## config.mk

```make
export PLATFORM = sky130hd
export DESIGN_NAME = vga_scan
export DESIGN_NICKNAME = d
export VERILOG_FILES = /design/src/rtl/vga_pkg.sv /design/src/rtl/vga_timing.sv /design/src/rtl/vga_scan.sv
export SDC_FILE = /design/constraint.sdc
export NUM_CORES = 1
export LEC_CHECK = 0
export CAP_MARGIN = 10
export CELL_PAD_IN_SITES_DETAIL_PLACEMENT = 1
export CELL_PAD_IN_SITES_GLOBAL_PLACEMENT = 1
export CORE_ASPECT_RATIO = 1.5
export CORE_MARGIN = 1.5
export CORE_UTILIZATION = 41
export CTS_CLUSTER_SIZE = 20
export DETAILED_ROUTE_END_ITERATION = 10
export PLACE_DENSITY_LB_ADDON = 0.1
export SYNTH_ARGS = -nofsm -noshare
export SYNTH_HDL_FRONTEND = slang
export SYNTH_SLANG_ARGS = --single-unit
```

## constraint.sdc

```tcl
create_clock -name clk -period 3.92 [get_ports clk]
set_input_delay 1.176 -clock clk [delete_from_list [all_inputs] [get_ports clk]]
set_output_delay 1.176 -clock clk [all_outputs]
set_load 0.02 [all_outputs]
```

## src/rtl/vga_pkg.sv

```systemverilog
// Shared constants for the 640x480@60 scan-out path: raster timing,
// framebuffer geometry, colour field layout and VRAM block organisation.
package vga_pkg;

  // Raster timing (pixel clocks / lines)
  localparam int VGA_H_ACTIVE = 640;
  localparam int VGA_H_FP     = 16;
  localparam int VGA_H_SYNC   = 96;
  localparam int VGA_H_BP     = 48;
  localparam int VGA_H_TOTAL  = VGA_H_ACTIVE + VGA_H_FP + VGA_H_SYNC + VGA_H_BP;

  localparam int VGA_V_ACTIVE = 480;
  localparam int VGA_V_FP     = 10;
  localparam int VGA_V_SYNC   = 2;
  localparam int VGA_V_BP     = 33;
  localparam int VGA_V_TOTAL  = VGA_V_ACTIVE + VGA_V_FP + VGA_V_SYNC + VGA_V_BP;

  // Framebuffer: each stored pixel covers a 4x4 block of the screen
  localparam int VGA_FB_WIDTH = VGA_H_ACTIVE / 4;

  // Counter and address widths
  localparam int CNT_W  = 10;
  localparam int ADDR_W = 15;

  // VRAM: 5 blocks of 4K bits, addr[14:12] selects the block
  localparam int VRAM_BLOCKS     = 5;
  localparam int VRAM_BLOCK_BITS = 4096;
  localparam int VRAM_OFFSET_W   = 12;

  // Colour fields, packed {red, green, blue}
  localparam int RED_W   = 2;
  localparam int GREEN_W = 3;
  localparam int BLUE_W  = 3;
  localparam int RGB_W   = RED_W + GREEN_W + BLUE_W;

  typedef struct packed {
    logic [RED_W-1:0]   red;
    logic [GREEN_W-1:0] green;
    logic [BLUE_W-1:0]  blue;
  } rgb_t;

  localparam logic [RGB_W-1:0] VGA_FG_COLOR = 8'hFF;
  localparam logic [RGB_W-1:0] VGA_BG_COLOR = 8'h00;

endpackage

```

## src/rtl/vga_timing.sv

```systemverilog
// Raster counters and region decode. Besides the current-state flags it
// exposes the next horizontal count and next-cycle visibility, so the
// address register can be loaded in step with the counters.
module vga_timing
  import vga_pkg::*;
#(
  parameter int H_ACTIVE = VGA_H_ACTIVE,
  parameter int H_FP     = VGA_H_FP,
  parameter int H_SYNC   = VGA_H_SYNC,
  parameter int H_BP     = VGA_H_BP,
  parameter int V_ACTIVE = VGA_V_ACTIVE,
  parameter int V_FP     = VGA_V_FP,
  parameter int V_SYNC   = VGA_V_SYNC,
  parameter int V_BP     = VGA_V_BP
) (
  input  logic             clk,
  input  logic             reset,
  output logic [CNT_W-1:0] v_cnt,
  output logic [CNT_W-1:0] h_nxt,
  output logic             visible,
  output logic             visible_nxt,
  output logic             hsync_raw,
  output logic             vsync_raw,
  output logic             line_end,
  output logic             frame_wrap,
  output logic             first_pix
);

  localparam int H_TOTAL = H_ACTIVE + H_FP + H_SYNC + H_BP;
  localparam int V_TOTAL = V_ACTIVE + V_FP + V_SYNC + V_BP;

  localparam logic [CNT_W-1:0] H_LAST   = CNT_W'(H_TOTAL - 1);
  localparam logic [CNT_W-1:0] V_LAST   = CNT_W'(V_TOTAL - 1);
  localparam logic [CNT_W-1:0] H_ACT    = CNT_W'(H_ACTIVE);
  localparam logic [CNT_W-1:0] V_ACT    = CNT_W'(V_ACTIVE);
  localparam logic [CNT_W-1:0] HS_BEGIN = CNT_W'(H_ACTIVE + H_FP);
  localparam logic [CNT_W-1:0] HS_END   = CNT_W'(H_ACTIVE + H_FP + H_SYNC);
  localparam logic [CNT_W-1:0] VS_BEGIN = CNT_W'(V_ACTIVE + V_FP);
  localparam logic [CNT_W-1:0] VS_END   = CNT_W'(V_ACTIVE + V_FP + V_SYNC);

  logic [CNT_W-1:0] h_cnt_q, h_cnt_d;
  logic [CNT_W-1:0] v_cnt_q, v_cnt_d;

  // Next state of the horizontal and vertical counters
  always_comb begin
    line_end   = (h_cnt_q == H_LAST);
    frame_wrap = line_end && (v_cnt_q == V_LAST);
    h_cnt_d    = line_end ? '0 : h_cnt_q + 1'b1;
    v_cnt_d    = v_cnt_q;
    if (frame_wrap) begin
      v_cnt_d = '0;
    end else if (line_end) begin
      v_cnt_d = v_cnt_q + 1'b1;
    end
  end

  // Region decode for the current and the next counter state
  always_comb begin
    visible     = (h_cnt_q < H_ACT) && (v_cnt_q < V_ACT);
    visible_nxt = (h_cnt_d < H_ACT) && (v_cnt_d < V_ACT);
    hsync_raw   = !((h_cnt_q >= HS_BEGIN) && (h_cnt_q < HS_END));
    vsync_raw   = !((v_cnt_q >= VS_BEGIN) && (v_cnt_q < VS_END));
    first_pix   = (h_cnt_q == '0) && (v_cnt_q == '0);
  end

  assign v_cnt = v_cnt_q;
  assign h_nxt = h_cnt_d;

  // Counter registers
  always_ff @(posedge clk or negedge reset) begin
    if (!reset) begin
      h_cnt_q <= '0;
      v_cnt_q <= '0;
    end else begin
      h_cnt_q <= h_cnt_d;
      v_cnt_q <= v_cnt_d;
    end
  end

endmodule

```

## src/rtl/vga_scan.sv

```systemverilog
// Display-side VRAM consumer: raster timing, multiplier-free pixel address
// generation and a two-stage pipeline turning the 1-bit pixel into RGB+sync.
// Output at any clk reflects the counter state two clks earlier.
module vga_scan
  import vga_pkg::*;
#(
  parameter int               H_ACTIVE = VGA_H_ACTIVE,
  parameter int               H_FP     = VGA_H_FP,
  parameter int               H_SYNC   = VGA_H_SYNC,
  parameter int               H_BP     = VGA_H_BP,
  parameter int               V_ACTIVE = VGA_V_ACTIVE,
  parameter int               V_FP     = VGA_V_FP,
  parameter int               V_SYNC   = VGA_V_SYNC,
  parameter int               V_BP     = VGA_V_BP,
  parameter int               FB_WIDTH = H_ACTIVE / 4,
  parameter logic [RGB_W-1:0] FG_COLOR = VGA_FG_COLOR,
  parameter logic [RGB_W-1:0] BG_COLOR = VGA_BG_COLOR
) (
  input  logic               clk,
  input  logic               reset,
  input  logic               vram_data,
  output logic [ADDR_W-1:0]  vga_address,
  output logic [RED_W-1:0]   red,
  output logic [GREEN_W-1:0] green,
  output logic [BLUE_W-1:0]  blue,
  output logic               hsync,
  output logic               vsync,
  output logic               blank,
  output logic               frame_start
);

  localparam logic [ADDR_W-1:0] FB_STEP = ADDR_W'(FB_WIDTH);
  localparam logic [CNT_W-1:0]  V_ACT   = CNT_W'(V_ACTIVE);

  logic [CNT_W-1:0] v_cnt;
  logic [CNT_W-1:0] h_nxt;
  logic             visible, visible_nxt;
  logic             hsync_raw, vsync_raw;
  logic             line_end, frame_wrap, first_pix;

  vga_timing #(
    .H_ACTIVE (H_ACTIVE),
    .H_FP     (H_FP),
    .H_SYNC   (H_SYNC),
    .H_BP     (H_BP),
    .V_ACTIVE (V_ACTIVE),
    .V_FP     (V_FP),
    .V_SYNC   (V_SYNC),
    .V_BP     (V_BP)
  ) u_timing (
    .clk         (clk),
    .reset       (reset),
    .v_cnt       (v_cnt),
    .h_nxt       (h_nxt),
    .visible     (visible),
    .visible_nxt (visible_nxt),
    .hsync_raw   (hsync_raw),
    .vsync_raw   (vsync_raw),
    .line_end    (line_end),
    .frame_wrap  (frame_wrap),
    .first_pix   (first_pix)
  );

  logic [ADDR_W-1:0] row_base_q, row_base_d;
  logic [ADDR_W-1:0] vga_address_q, vga_address_d;
  logic              vis_p1_q, vis_p1_d;
  logic              hs_p1_q, hs_p1_d;
  logic              vs_p1_q, vs_p1_d;
  logic              fs_p1_q, fs_p1_d;
  rgb_t              rgb_p2_q, rgb_p2_d;
  logic              hsync_p2_q, hsync_p2_d;
  logic              vsync_p2_q, vsync_p2_d;
  logic              blank_p2_q, blank_p2_d;
  logic              fs_p2_q, fs_p2_d;

  // Stage 0: row base steps one framebuffer row every 4 visible lines;
  // the address is built from next-state values so it tracks the counters.
  always_comb begin
    row_base_d = row_base_q;
    if (frame_wrap) begin
      row_base_d = '0;
    end else if (line_end && (v_cnt[1:0] == 2'd3) && (v_cnt < V_ACT)) begin
      row_base_d = row_base_q + FB_STEP;
    end
    vga_address_d = visible_nxt ? row_base_d + ADDR_W'(h_nxt[CNT_W-1:2]) : '0;
  end

  // Stage 1: hold control flags for the one-clk VRAM read
  always_comb begin
    vis_p1_d = visible;
    hs_p1_d  = hsync_raw;
    vs_p1_d  = vsync_raw;
    fs_p1_d  = first_pix;
  end

  // Stage 2: colour lookup with blanking, sync/blank aligned to rgb
  always_comb begin
    rgb_p2_d   = '0;
    if (vis_p1_q) begin
      rgb_p2_d = vram_data ? rgb_t'(FG_COLOR) : rgb_t'(BG_COLOR);
    end
    hsync_p2_d = hs_p1_q;
    vsync_p2_d = vs_p1_q;
    blank_p2_d = !vis_p1_q;
    fs_p2_d    = fs_p1_q;
  end

  // Pipeline registers; reset returns outputs to idle immediately
  always_ff @(posedge clk or negedge reset) begin
    if (!reset) begin
      row_base_q    <= '0;
      vga_address_q <= '0;
      vis_p1_q      <= 1'b0;
      hs_p1_q       <= 1'b1;
      vs_p1_q       <= 1'b1;
      fs_p1_q       <= 1'b0;
      rgb_p2_q      <= '0;
      hsync_p2_q    <= 1'b1;
      vsync_p2_q    <= 1'b1;
      blank_p2_q    <= 1'b1;
      fs_p2_q       <= 1'b0;
    end else begin
      row_base_q    <= row_base_d;
      vga_address_q <= vga_address_d;
      vis_p1_q      <= vis_p1_d;
      hs_p1_q       <= hs_p1_d;
      vs_p1_q       <= vs_p1_d;
      fs_p1_q       <= fs_p1_d;
      rgb_p2_q      <= rgb_p2_d;
      hsync_p2_q    <= hsync_p2_d;
      vsync_p2_q    <= vsync_p2_d;
      blank_p2_q    <= blank_p2_d;
      fs_p2_q       <= fs_p2_d;
    end
  end

  assign vga_address = vga_address_q;
  assign red         = rgb_p2_q.red;
  assign green       = rgb_p2_q.green;
  assign blue        = rgb_p2_q.blue;
  assign hsync       = hsync_p2_q;
  assign vsync       = vsync_p2_q;
  assign blank       = blank_p2_q;
  assign frame_start = fs_p2_q;

endmodule
```

==> run_results.csv <==
group,metric,value,unit
placement,place.port_buffers,29,
clock_tree,htreeDepth,3,
synthesis,synth_area,3180,µm²
hold_path,holdCritPathClass,"flip-flop to flip-flop",
timing,worstMarginPinSlew,0.504,ns
synthesis,synth-seq-cells,59,
worst_setup_path,crit_family,"simple AND/OR/NAND/NOR gates",
synthesis,synthSimpleGateAreaFrac,22.0,%
timing,report.final.slew_viol_count,0,
placement,place_congestion,0.905,
routing,remaining_drc_errors,0,
worst_setup_path,cp.buffers_inverters,1,
floorplanning,ios,30,
worst_setup_path,timing.rr.end,"vga_address[14]",
global_route,grt_pass1_wl,13800,µm
global_route,grt_start_max_net_pins,60,
floorplanning,rows,39,
cells_and_area,nets,368,
clock_tree,cts_made_buffers,9,
floorplanning,initial_core_util,42.0,%
synthesis,synth_top_area_cell,"dfrtp_1",
global_route,grt-ovfl-total,0,
routing,ant_nets,0,
hold_path,worstHoldEndpoint,"frame_start",
synthesis,netlist.area_leader.share,42.5,%
worst_setup_path,worst_r2r_startpoint,"u_timing.h_cnt_q[5]",
worst_setup_path,cp_cell_sequence,"or4b_1 -> or4_1 -> xor2_1 -> nor2_1 -> ha_1 -> o21a_1 -> o31a_1 -> o22ai_1 -> buf_4 -> nor4_1 -> mux2i_1",
clock_tree,cts-root-buf,"clkbuf_16",
synthesis,synth_compound_area_share,13.3,%
global_route,grt_use_total,22.3,%
flow_run,max_cap_violations,0,
hold_path,hold_depth,0,
synthesis,synthAdderAreaFrac,5.75,%
routing,dr.pass1.iters,4,
worst_setup_path,reg2reg_depth,11,
synthesis,synthCells,314,
pwr,p_per_area,347,nW/µm²
routing,wl_per_cell,17.9,µm
routing,routed_wl,8180,µm
global_route,antenna_found_initial,0,
timing,slew_headroom,66.1,%
floorplanning,dieArea,8300,µm²
routing,vias,2575,
worst_setup_path,max_stage_delay,0.66,ns
floorplanning,die_x,74.9,µm
cells_and_area,final_common_cell,"dfrtp_1",
synthesis,synth_cell_types,59,
cells_and_area,area_growth,22.2,%
synthesis,synth_flop_cell,"dfrtp_1",
synthesis,synth_top_family_by_area,"simple AND/OR/NAND/NOR gates",
global_route,grt_pass1_vias,2680,
cells_and_area,drive_above_1_share,12.9,%
synthesis,async_flop_share,100,%
clock_tree,cts_resized,0,
timing,clock_skew,0.00607,ns
synthesis,ys_seq_area_share,46.7,%
clock_tree,cts.path.max_buffers,2,
clock_tree,post_cts_buffers,0,
clock_tree,clk_latency,0.34,ns
worst_setup_path,path_class,"flip-flop to flip-flop",
worst_setup_path,cpMaxStageDelayCell,"or4_1",
cells_and_area,final_cell_mix,"dfrtp_1, nor2_1, clkdlybuf4s50_1",
worst_setup_path,rrSetupSlack,0.26,ns
floorplanning,die_h,111,µm
worst_setup_path,worstPathArrival,3.92,ns
synthesis,yosys-top-cells-area,"dfrtp_1, ha_1, dfstp_2",
floorplanning,core,7560,µm²
worst_setup_path,cp.required,4.18,ns
routing,drtIter0Drc,130,
timing,period_share,93.3,%
pwr,peakVddDrop,288,µV
cells_and_area,final_util,51.3,%
worst_setup_path,crit_path_max_fanout,7,
run_status,outcome,"finished clean",
synthesis,synth_edf_count,0,
synthesis,syn_avg_cell_area,10.1,µm²
clock_tree,cts.sinks,59,
routing,via_per_inst,5.62,
timing,clock.fmax,273,MHz
timing,setup_viol,0,
pwr,power,1350,µW
timing,hold_viol_final,0,
pwr,p_leak,0.00175,µW
clock_tree,ctsHoldBuffers,0,
clock_tree,cts_tree,"done",
synthesis,muxShareOfSynthArea,1.30,%
cells_and_area,antenna_cells,0,
worst_setup_path,end_kind,"flip-flop",
synthesis,synth_fp_nets,331,
synthesis,synth-xor-area-share,5.79,%
timing,rsz0062_at_grt,"false",
worst_setup_path,start_kind,"flip-flop",
placement,dp_hpwl,5990,µm
synthesis,ys_warn_count,0,
timing,tns,0,ns
hold_path,hp-start,"fs_p1_q",
clock_tree,path_clk_slew,0.05,ns
timing,post-route-min-period,3.66,ns
-- worst reg2reg max path, stage by stage, from the launching register on --
cell     delay, ns
dfrtp_1       0.45
or4b_1        0.62
or4_1         0.66
xor2_1        0.18
nor2_1        0.08
ha_1          0.30
o21a_1        0.18
o31a_1        0.19
o22ai_1       0.09
buf_4         0.16
nor4_1        0.45
mux2i_1       0.23
-- metal layers --
| metal | vias up | track usage [%] | wire length (µm) |
|---|---|---|---|
| met4 | 0 | 9.70 | 229 |
| met5 | - | 0 | 0 |
| met3 | 16 | 5.36 | 242 |
| li1 | 1217 | - | - |
| met1 | 1292 | 27.3 | 3370 |
| met2 | 50 | 36.5 | 4340 |
-- sequential cells by signal (all words and copies together) (netlist names), 10 cells and up --
name / cells
row_base_q: 15
u_timing.h_cnt_q: 10
u_timing.v_cnt: 10
vga_address: 15
-- cell type report --
type	count	area, µm²
flip-flops and latches	59	1480
repair buffers	47	433
clock buffers	11	233
fillers	866	3680
well taps	102	128
inverters	13	48.8
multi-input cells	221	1530
clock inverters	5	30.0
-- worst max path at each step --
stage                         from               to  slack [ns]  cells after the start
2_1_floorplan  u_timing.h_cnt_q[5]  vga_address[11]        0.27                     12
3_3_place_gp   u_timing.h_cnt_q[5]  vga_address[11]        0.33                     10
6_report       u_timing.h_cnt_q[5]  vga_address[14]        0.26                     11
4_1_cts          u_timing.v_cnt[8]  vga_address[11]        0.24                     11
5_1_grt        u_timing.h_cnt_q[5]  vga_address[11]        0.02                     11
3_5_place_dp   u_timing.h_cnt_q[5]  vga_address[11]        0.26                     11
-- logic make-up (layout without fill, tap and decap cells) --
group	Yosys count	count (layout)
DFF	59	59
xor gates and xnor gates	21	21
AOI/OAI and AO/OA	60	60
adders and majority gates	14	14
muxes	4	4
and+or+nand+nor	122	122
buffers and inverters	34	76
-- stage by stage --
stage	area, µm²	hold WS [ns]	setup WS (ns)	cells
CTS	3880	0.351	0.236	458
global route	3880	0.356	0.0199	458
floorplan	3180	0.331	0.269	314
global placement	3620	0.335	0.332	442
detailed placement	3620	0.338	0.256	442
finish	3880	0.346	0.261	458
-- where the power goes --
| group | switching [µW] | internal [µW] | leakage, µW |
|---|---|---|---|
| Clock | 284 | 424 | 0.000125 |
| Sequential | 0.902 | 610 | 0.000775 |
| Combinational | 19.2 | 10.5 | 0.000846 |
| Total | 304 | 1040 | 0.00175 |
-- synthesized netlist by cell type (all sizes together) (10+ instances only) --
cell type and number:
nand3 12, dfrtp 54, clkbuf 11, nor2 29, and2 10, nand4 10
a21oi 14, or4 10, buf 10, xor2 12, ha 13, inv 13
Power figures use the tool's default switching activity.
